===== src/rtl/branch_resolve_ctrl.sv =====
// ID-stage branch resolution controller: stalls while beq operands are still in
// flight in EX/MEM, then drives PC-select/flush and keeps resolution statistics.
module branch_resolve_ctrl #(
    parameter int ADDR_W = 5,
    parameter int CNT_W  = 32
) (
    input  logic              clk_i,
    input  logic              rst_i,
    input  logic              branch_i,
    input  logic              cmp_eq_i,
    input  logic [ADDR_W-1:0] rs1_addr_i,
    input  logic [ADDR_W-1:0] rs2_addr_i,
    input  logic [ADDR_W-1:0] ex_rd_i,
    input  logic              ex_regwrite_i,
    input  logic              ex_memread_i,
    input  logic [ADDR_W-1:0] mem_rd_i,
    input  logic              mem_memread_i,
    input  logic              stall_ext_i,
    output logic              stall_o,
    output logic              pc_sel_o,
    output logic              flush_o,
    output logic [CNT_W-1:0]  branch_cnt_o,
    output logic [CNT_W-1:0]  taken_cnt_o,
    output logic [CNT_W-1:0]  stall_cnt_o
);

    typedef enum logic {
        S_RUN  = 1'b0,
        S_WAIT = 1'b1
    } state_t;

    state_t            r_state;
    state_t            w_state_nxt;
    logic [1:0]        r_cnt;
    logic [1:0]        w_cnt_nxt;
    logic [CNT_W-1:0]  r_branch_cnt;
    logic [CNT_W-1:0]  r_taken_cnt;
    logic [CNT_W-1:0]  r_stall_cnt;

    logic              w_ex_match;
    logic              w_mem_match;
    logic [1:0]        w_need;
    logic              w_stall;
    logic              w_pc_sel;
    logic              w_flush;
    logic              w_branch_inc;
    logic              w_taken_inc;
    logic              w_stall_inc;

    // x0 is hard-wired, so a zero rd never creates a dependency
    assign w_ex_match  = (ex_rd_i != '0) &&
                         ((rs1_addr_i == ex_rd_i) || (rs2_addr_i == ex_rd_i));
    assign w_mem_match = (mem_rd_i != '0) &&
                         ((rs1_addr_i == mem_rd_i) || (rs2_addr_i == mem_rd_i));

    always_comb begin
        w_need = 2'd0;
        if (ex_memread_i && w_ex_match)
            w_need = 2'd2;
        else if (ex_regwrite_i && w_ex_match)
            w_need = 2'd1;
        else if (mem_memread_i && w_mem_match)
            w_need = 2'd1;
    end

    always_comb begin
        w_state_nxt  = r_state;
        w_cnt_nxt    = r_cnt;
        w_stall      = 1'b0;
        w_pc_sel     = 1'b0;
        w_flush      = 1'b0;
        w_branch_inc = 1'b0;
        w_taken_inc  = 1'b0;
        w_stall_inc  = 1'b0;
        case (r_state)
            S_RUN: begin
                if (branch_i && !stall_ext_i) begin
                    case (w_need)
                        2'd0: begin
                            w_pc_sel     = cmp_eq_i;
                            w_flush      = cmp_eq_i;
                            w_branch_inc = 1'b1;
                            w_taken_inc  = cmp_eq_i;
                        end
                        2'd1: begin
                            w_stall     = 1'b1;
                            w_stall_inc = 1'b1;
                        end
                        default: begin
                            w_stall     = 1'b1;
                            w_stall_inc = 1'b1;
                            w_cnt_nxt   = 2'd1;
                            w_state_nxt = S_WAIT;
                        end
                    endcase
                end
            end
            S_WAIT: begin
                w_stall     = 1'b1;
                w_stall_inc = 1'b1;
                w_cnt_nxt   = r_cnt - 2'd1;
                // <= 1 rather than == 1 so a corrupted zero count cannot lock up
                if (r_cnt <= 2'd1) begin
                    w_cnt_nxt   = 2'd0;
                    w_state_nxt = S_RUN;
                end
            end
            default: begin
                w_state_nxt = S_RUN;
                w_cnt_nxt   = 2'd0;
            end
        endcase
    end

    always_ff @(posedge clk_i) begin
        if (rst_i) begin
            r_state      <= S_RUN;
            r_cnt        <= 2'd0;
            r_branch_cnt <= '0;
            r_taken_cnt  <= '0;
            r_stall_cnt  <= '0;
        end else begin
            r_state <= w_state_nxt;
            r_cnt   <= w_cnt_nxt;
            if (w_branch_inc) r_branch_cnt <= r_branch_cnt + 1'b1;
            if (w_taken_inc)  r_taken_cnt  <= r_taken_cnt + 1'b1;
            if (w_stall_inc)  r_stall_cnt  <= r_stall_cnt + 1'b1;
        end
    end

    assign stall_o      = w_stall  && !rst_i;
    assign pc_sel_o     = w_pc_sel && !rst_i;
    assign flush_o      = w_flush  && !rst_i;
    assign branch_cnt_o = r_branch_cnt;
    assign taken_cnt_o  = r_taken_cnt;
    assign stall_cnt_o  = r_stall_cnt;

endmodule

===== config.mk =====
export PLATFORM = sky130hd
export DESIGN_NAME = branch_resolve_ctrl
export DESIGN_NICKNAME = d
export VERILOG_FILES = /design/src/rtl/branch_resolve_ctrl.sv
export SDC_FILE = /design/constraint.sdc
export NUM_CORES = 1
export LEC_CHECK = 0
export ABC_AREA = 0
export CORE_ASPECT_RATIO = 0.5
export CORE_MARGIN = 3
export CORE_UTILIZATION = 49
export DETAILED_ROUTE_END_ITERATION = 7
export HOLD_SLACK_MARGIN = 0.06
export MAX_ROUTING_LAYER = met4
export PLACE_DENSITY = 0.83
export SLEW_MARGIN = 20
export SYNTH_ARGS = -nofsm -noshare
export SYNTH_HDL_FRONTEND = slang
export SYNTH_SLANG_ARGS = --single-unit

===== constraint.sdc =====
create_clock -name clk_i -period 2.52 [get_ports clk_i]
set_input_delay 0.378 -clock clk_i [delete_from_list [all_inputs] [get_ports clk_i]]
set_output_delay 0.378 -clock clk_i [all_outputs]
set_load 0.02 [all_outputs]

==> flow_metrics.tcl, run 1 <==
set metrics [dict create \
    status "completed" \
    max_slew_margin_pct 56.0 \
    syn-cell-area_sq_mm 0.00496 \
    wirelength_microns 12700 \
    cts_tree "done" \
    setup_viol 0 \
    clock_tree.root_cell "clkbuf_16" \
    async_flop_share_pct 0 \
    critPathCaptureType "output port" \
    postRouteAntennaNets 0 \
    worstPathCellList "dlygate4sd2_1 -> or4_4 -> o21ai_4 -> o221ai_4 -> or2_4 -> nor2_4 -> buf_6" \
    max-cap-violations 0 \
    grt_pass1_wl_microns 20600 \
    max-vdd-ir-drop_mv 0.335 \
    fmaxAchievable_ghz 0.410 \
    numCtsBuffers 9 \
    tightestPinTransition_ns 0.658 \
    drive_gt1_share_pct 11.6 \
    die-width_microns 148 \
    io_pins 127 \
    p_per_area_mw_per_mm2 475 \
    die_area_sq_mm 0.0114 \
    p_leak_nw 2.40 \
    clk_pin_slew_ns 0.07 \
    ctsLongestPathBuffers 2 \
    dp_hpwl_microns 8820 \
    cp-start-kind "input pin" \
    gp_congestion 0.916 \
    routedWlPerCell_microns 14.8 \
    finalHoldViolations 0 \
    fin_nets 751 \
    num_vias 4604 \
    synth_edf_count 0 \
    synth_nets 615 \
    postSynthAreaPerCell_sq_um 8.49 \
    firstDrtPassIters 4 \
    core_sq_mm 0.00963 \
    clock_skew_ns 0.00625 \
    gr-total-overflow 0 \
    port_buffers 126 \
    final_util_pct 72.2 \
    crit_type "input pin to output port" \
    period_share_pct 96.9 \
    track_usage_pct 22.1 \
    arrival_ns 2.06 \
    slew_viol_final 0 \
    clock_sinks 99 \
    required_ns 2.14 \
    antenna_found_initial 1 \
    post-route-min-period_ns 2.44 \
    hold_ws_ns 0.357 \
    layout-area-overhead-vs-synth_pct 40.2 \
    clk_latency_ns 0.34 \
    grt_max_degree 60 \
    rsz0062_at_grt "false" \
    first_iter_violations 202 \
    grt_pass1_vias 4325 \
    rows 25 \
    dieHeight_microns 77.2 \
    start_util_pct 51.5 \
    cp_slowest_stage_delay_ns 0.56 \
    synthFlopType "dfxtp_1" \
    synthCells 584 \
    ys_seq_area_share_pct 39.9 \
    worstHoldPathType "input pin to flop" \
    drc_errors 0 \
    worstPathMaxFanout 3 \
    synth_warnings 0 \
    ys_seq_elements 99 \
    cpMaxStageDelayCell "or4_4" \
    synth_cell_types 47 \
    vias_per_cell 5.35 \
    cts_max_level 3 \
]
## kinds of logic (layout without fill, tap and decap cells)
group                    after synthesis  after routing  share of synthesized area [%]
AND/OR/NAND/NOR                      274            274                           28.8
other                                  0              1                              0
buffers and inverters                 47            188                           3.86
AO/OA/AOI/OAI                         54             54                           7.67
XOR/XNOR                             104            104                           18.4
flip-flops                            99             99                           39.9
adder cells (fa/ha/maj)                3              3                          0.757
multiplexers                           3              3                          0.605
## synth_stat cells (10+ instances only)
cell type  number  area share [%]
a21oi_1        11             1.1
and3_1         15             1.9
clkbuf_1       24             1.8
dfxtp_1        99              40
inv_1          15             1.1
nand2_1        26             2.0
nand3_1        24             2.4
nor2_1        101             7.6
nor3_1         30             3.0
nor4_1         21             2.6
o2111ai_1      11             1.9
o211ai_1       13             2.0
o21ai_0        11             1.1
or3_1          10             1.3
xnor2_1        53             9.4
xor2_1         51             9.0
## critical path: cells and delay by family
kind	cells	cell delay, ns
AO/OA/AOI/OAI	2	0.31
buffers and inverters	2	0.39
AND/OR/NAND/NOR	3	0.98
## through the flow
step,setup TNS (ns),setup slack [ns],instances,instance area [sq um],total power [mW]
floorplan,0,0.0497,584,4970,1.71
global placement,-21.63,-0.653,841,6490,1.82
detailed placement,-26.31,-0.698,841,6490,1.83
CTS,-0.00475,-0.00475,858,6880,3.32
global route,0,0.0341,861,6950,3.41
finish,0,0.0792,861,6950,3.30
## layout by cell type (no fill, tap or decap), types with 9 or more instances in the layout
cell type	instances
o2111ai_1	11
nor4_1	17
inv_1	15
nor2_1	99
xnor2_1	53
clkbuf_16	9
or3_1	10
o21ai_0	11
nor3_1	26
xor2_1	51
nand2_1	26
nor4_2	10
dfxtp_1	99
o211ai_1	13
nand3_1	24
and3_1	15
buf_4	30
clkdlybuf4s50_1	104
dlygate4sd2_1	10
a21oi_1	11
## registers in the layout, summed over array words and instances, names as in the netlist
| register | count |
|---|---|
| branch_cnt_o | 32 |
| stall_cnt_o | 32 |
| taken_cnt_o | 32 |
| r_cnt | 2 |
| r_state | 1 |
## per-layer routing
metal  GRT usage [%]  wire length (microns)  vias to the layer above
met5               -                      0                        -
met4            4.79                    109                        0
met3            5.14                    629                       14
met2            37.4                   6240                      118
met1            27.2                   5730                     2171
li1                -                      -                     2301
## where the power goes
part | leakage, nW | internal, mW | switching [mW]
combinational | 1.45 | 0.0977 | 0.132
sequential | 0.797 | 1.57 | 0.00674
clock | 0.152 | 0.901 | 0.595
total | 2.40 | 2.57 | 0.734
## worst paths after layout
path | startpoint | endpoint | slack (ns) | cells past startpoint
max | mem_rd_i[3] | flush_o | 0.08 | 7
min | rst_i | branch_cnt_o[27] | 0.36 | 2
max reg2reg | taken_cnt_o[11] | taken_cnt_o[24] | 0.22 | 7
min reg2reg | stall_cnt_o[31] | stall_cnt_o[31] | 0.49 | 2
## what timing repair did
action	CTS	global route
cloned	0	1
hold endpoints to repair	0	0
buffers inserted	1	1
hold buffers	0	0
pin swaps	8	9
endpoints found under the setup margin	36	30
gates resized for setup	40	16
## cell type report
class / count / area, sq um
Clock inverter: 5 / 83.8
Timing Repair Buffer: 157 / 1510
Fill cell: 756 / 2680
Clock buffer: 11 / 243
Tap cell: 135 / 169
Sequential cell: 99 / 1980
Multi-Input combinational cell: 438 / 2910
Antenna cell: 1 / 2.50
Inverter: 15 / 56.3
(Power assumes the default switching activity.)
==> inputs of run 2 (changes only) <==
--- a/config.mk
+++ b/config.mk
@@ -6,6 +6,7 @@
 export NUM_CORES = 1
 export LEC_CHECK = 0
 export ABC_AREA = 0
+export CAP_MARGIN = 20
 export CORE_ASPECT_RATIO = 0.5
 export CORE_MARGIN = 3
 export CORE_UTILIZATION = 49
==> results of run 2 <==
Final layout, timing and power as in run 1 (identical DEF).
==> inputs of run 3 (changes only) <==
==> constraint.sdc (replaced) <==
create_clock -name clk_i -period 2.52 [get_ports clk_i]
set_input_delay 0.504 -clock clk_i [delete_from_list [all_inputs] [get_ports clk_i]]
set_output_delay 0.504 -clock clk_i [all_outputs]
set_load 0.02 [all_outputs]
==> run 3 against run 2 <==
Against the previous run: via count increased by 0.89%; hold slack better by 0.13 ns; first-iteration DRC count is 16% higher; largest power group unchanged; clock skew grew 0.0019 ns; global-route usage increased by 0.48 points; non-clock buffer count increased by 5; clock power barely moved.
==> flow_metrics.tcl, run 3 (synthesis gave the netlist of run 1 again) <==
set metrics [dict create \
    status "completed" \
    io_pins 127 \
    fin_nets 756 \
    core_sq_mm 0.00963 \
    max-cap-violations 0 \
    firstDrtPassIters 6 \
    antenna_found_initial 0 \
    top_layer "met4" \
    worstPathMaxFanout 3 \
    drive_gt1_share_pct 16.0 \
    clock_tree.root_cell "clkbuf_16" \
    clk_pin_slew_ns 0.07 \
    cts_tree "done" \
    p_per_area_mw_per_mm2 468 \
    met3_length_microns 482 \
    tightestPinTransition_ns 0.992 \
    crit_family "simple AND/OR/NAND/NOR gates" \
    clk_latency_ns 0.34 \
    final_area_sq_mm 0.00701 \
    rows 25 \
    seqPwrFrac_pct 48.1 \
    ctsLongestPathBuffers 2 \
    drc_errors 0 \
    power_mw 3.28 \
    p_leak_nw 2.37 \
    first_iter_violations 235 \
    grt_pass1_wl_microns 21100 \
    routedWlPerCell_microns 14.9 \
    wirelength_microns 12800 \
    max-vdd-ir-drop_mv 0.277 \
    cts_max_level 3 \
    critPathCaptureType "output port" \
    n_antenna_cell 0 \
    place_area_sq_mm 0.00652 \
    max_slew_margin_pct 33.9 \
    period_share_pct 97.9 \
    cpMaxStageDelayCell "or4_4" \
    die_area_sq_mm 0.0114 \
    track_usage_pct 22.6 \
    gr-total-overflow 0 \
    final_cell_mix "clkdlybuf4s50_1, dfxtp_1, nor2_1, xnor2_1, xor2_1" \
    num_vias 4645 \
    dp_hpwl_microns 8680 \
    dieHeight_microns 77.2 \
    cp_slowest_stage_delay_ns 0.56 \
    postRouteAntennaNets 0 \
    setup_viol 0 \
    start_util_pct 51.5 \
    cp-start-kind "input pin" \
    wl_met1_microns 5910 \
    p_comb_share_pct 7.2 \
    switching_share_pct 22.0 \
    p_int_mw 2.56 \
    clock_sinks 99 \
    fmaxAchievable_ghz 0.405 \
    crit_type "input pin to output port" \
    clock_skew_ns 0.00814 \
    slew_viol_final 0 \
    layout.cells.most_common "clkdlybuf4s50_1" \
    post-route-min-period_ns 2.47 \
    worstHoldPathType "flop to flop" \
    clock_power_share_pct 44.8 \
    p_switching_mw 0.722 \
    route.met2.wl_microns 6330 \
    required_ns 2.02 \
    numCtsBuffers 9 \
    final_util_pct 72.7 \
    layout-area-overhead-vs-synth_pct 41.2 \
    port_buffers 126 \
    ctsHoldBuffers 0 \
    worstPathCellList "buf_2 -> or4_4 -> o21ai_4 -> o221ai_4 -> or2_4 -> nor2_4 -> buf_6" \
    arrival_ns 1.96 \
    vias_per_cell 5.38 \
    path_buf_inv 2 \
    grt_pass1_vias 4380 \
    grt_max_degree 100 \
    reg2reg_slack_ns 0.19 \
    finalHoldViolations 0 \
    rsz0062_at_grt "true" \
    gp_congestion 0.888 \
    die-width_microns 148 \
]
-- run 3: cell count changes in the layout (fill, tap and decap cells not counted), moves of 4 or more --
cell / previous run / this run
buf_4: 30 / 34
buf_2: 1 / 6
dlygate4sd2_1: 10 / 3
nor4_1: 17 / 9
buf_6: 3 / 8
clkbuf_2: 0 / 8
dlymetal6s2s_1: 8 / 0
nor4_2: 10 / 16
-- run 3: worst paths after layout --
kind                         from               to  cells past startpoint
hold / removal    stall_cnt_o[31]  stall_cnt_o[31]                      2
setup / recovery      mem_rd_i[4]          flush_o                      7
setup reg to reg  taken_cnt_o[11]  taken_cnt_o[24]                      7
hold reg to reg   stall_cnt_o[31]  stall_cnt_o[31]                      2
-- run 3: routing by layer --
layer  track usage [%]  up-vias
met2              36.7      103
met4              4.79        0
li1                  -     2312
met3              4.84       14
met5                 -        -
met1              29.4     2216
-- run 3: area by class of cell --
class / instances / area (sq um)
Multi-Input combinational cell: 438 / 3010
Tap cell: 135 / 169
Sequential cell: 99 / 1980
Inverter: 15 / 56.3
Timing Repair Buffer: 162 / 1470
Clock inverter: 4 / 75.1
Fill cell: 734 / 2630
Clock buffer: 11 / 243
-- run 3: power by group through the flow --
stage | registers (mW) | clock network, mW | logic [mW]
finish | 1.58 | 1.47 | 0.235
global route | 1.58 | 1.57 | 0.252
CTS | 1.58 | 1.51 | 0.224
detailed placement | 1.61 | 0 | 0.215
global placement | 1.61 | 0 | 0.212
floorplan | 1.62 | 0 | 0.102
-- run 3: what timing repair did --
item,4_1_cts,5_1_grt
endpoints found under the setup margin,66,28
pin swaps,20,18
buffers inserted,3,2
resized for setup,77,39
-- run 3: tightest hold or removal path, cell delays in order (launching register included) --
cell     delay [ns]
dfxtp_1        0.32
o31ai_1        0.06
a21oi_1        0.05
-- run 3: per-stage QoR --
step | hold slack, ns | worst slack, ns | cells | TNS, ns
finish | 0.488 | 0.0524 | 864 | 0
global route | 0.501 | -0.00747 | 864 | -0.0125
global placement | 0.464 | -0.801 | 844 | -33.55
CTS | 0.490 | 0.000441 | 862 | 0
detailed placement | 0.479 | -0.834 | 844 | -38.53
floorplan | 0.453 | -0.0778 | 584 | -0.0778
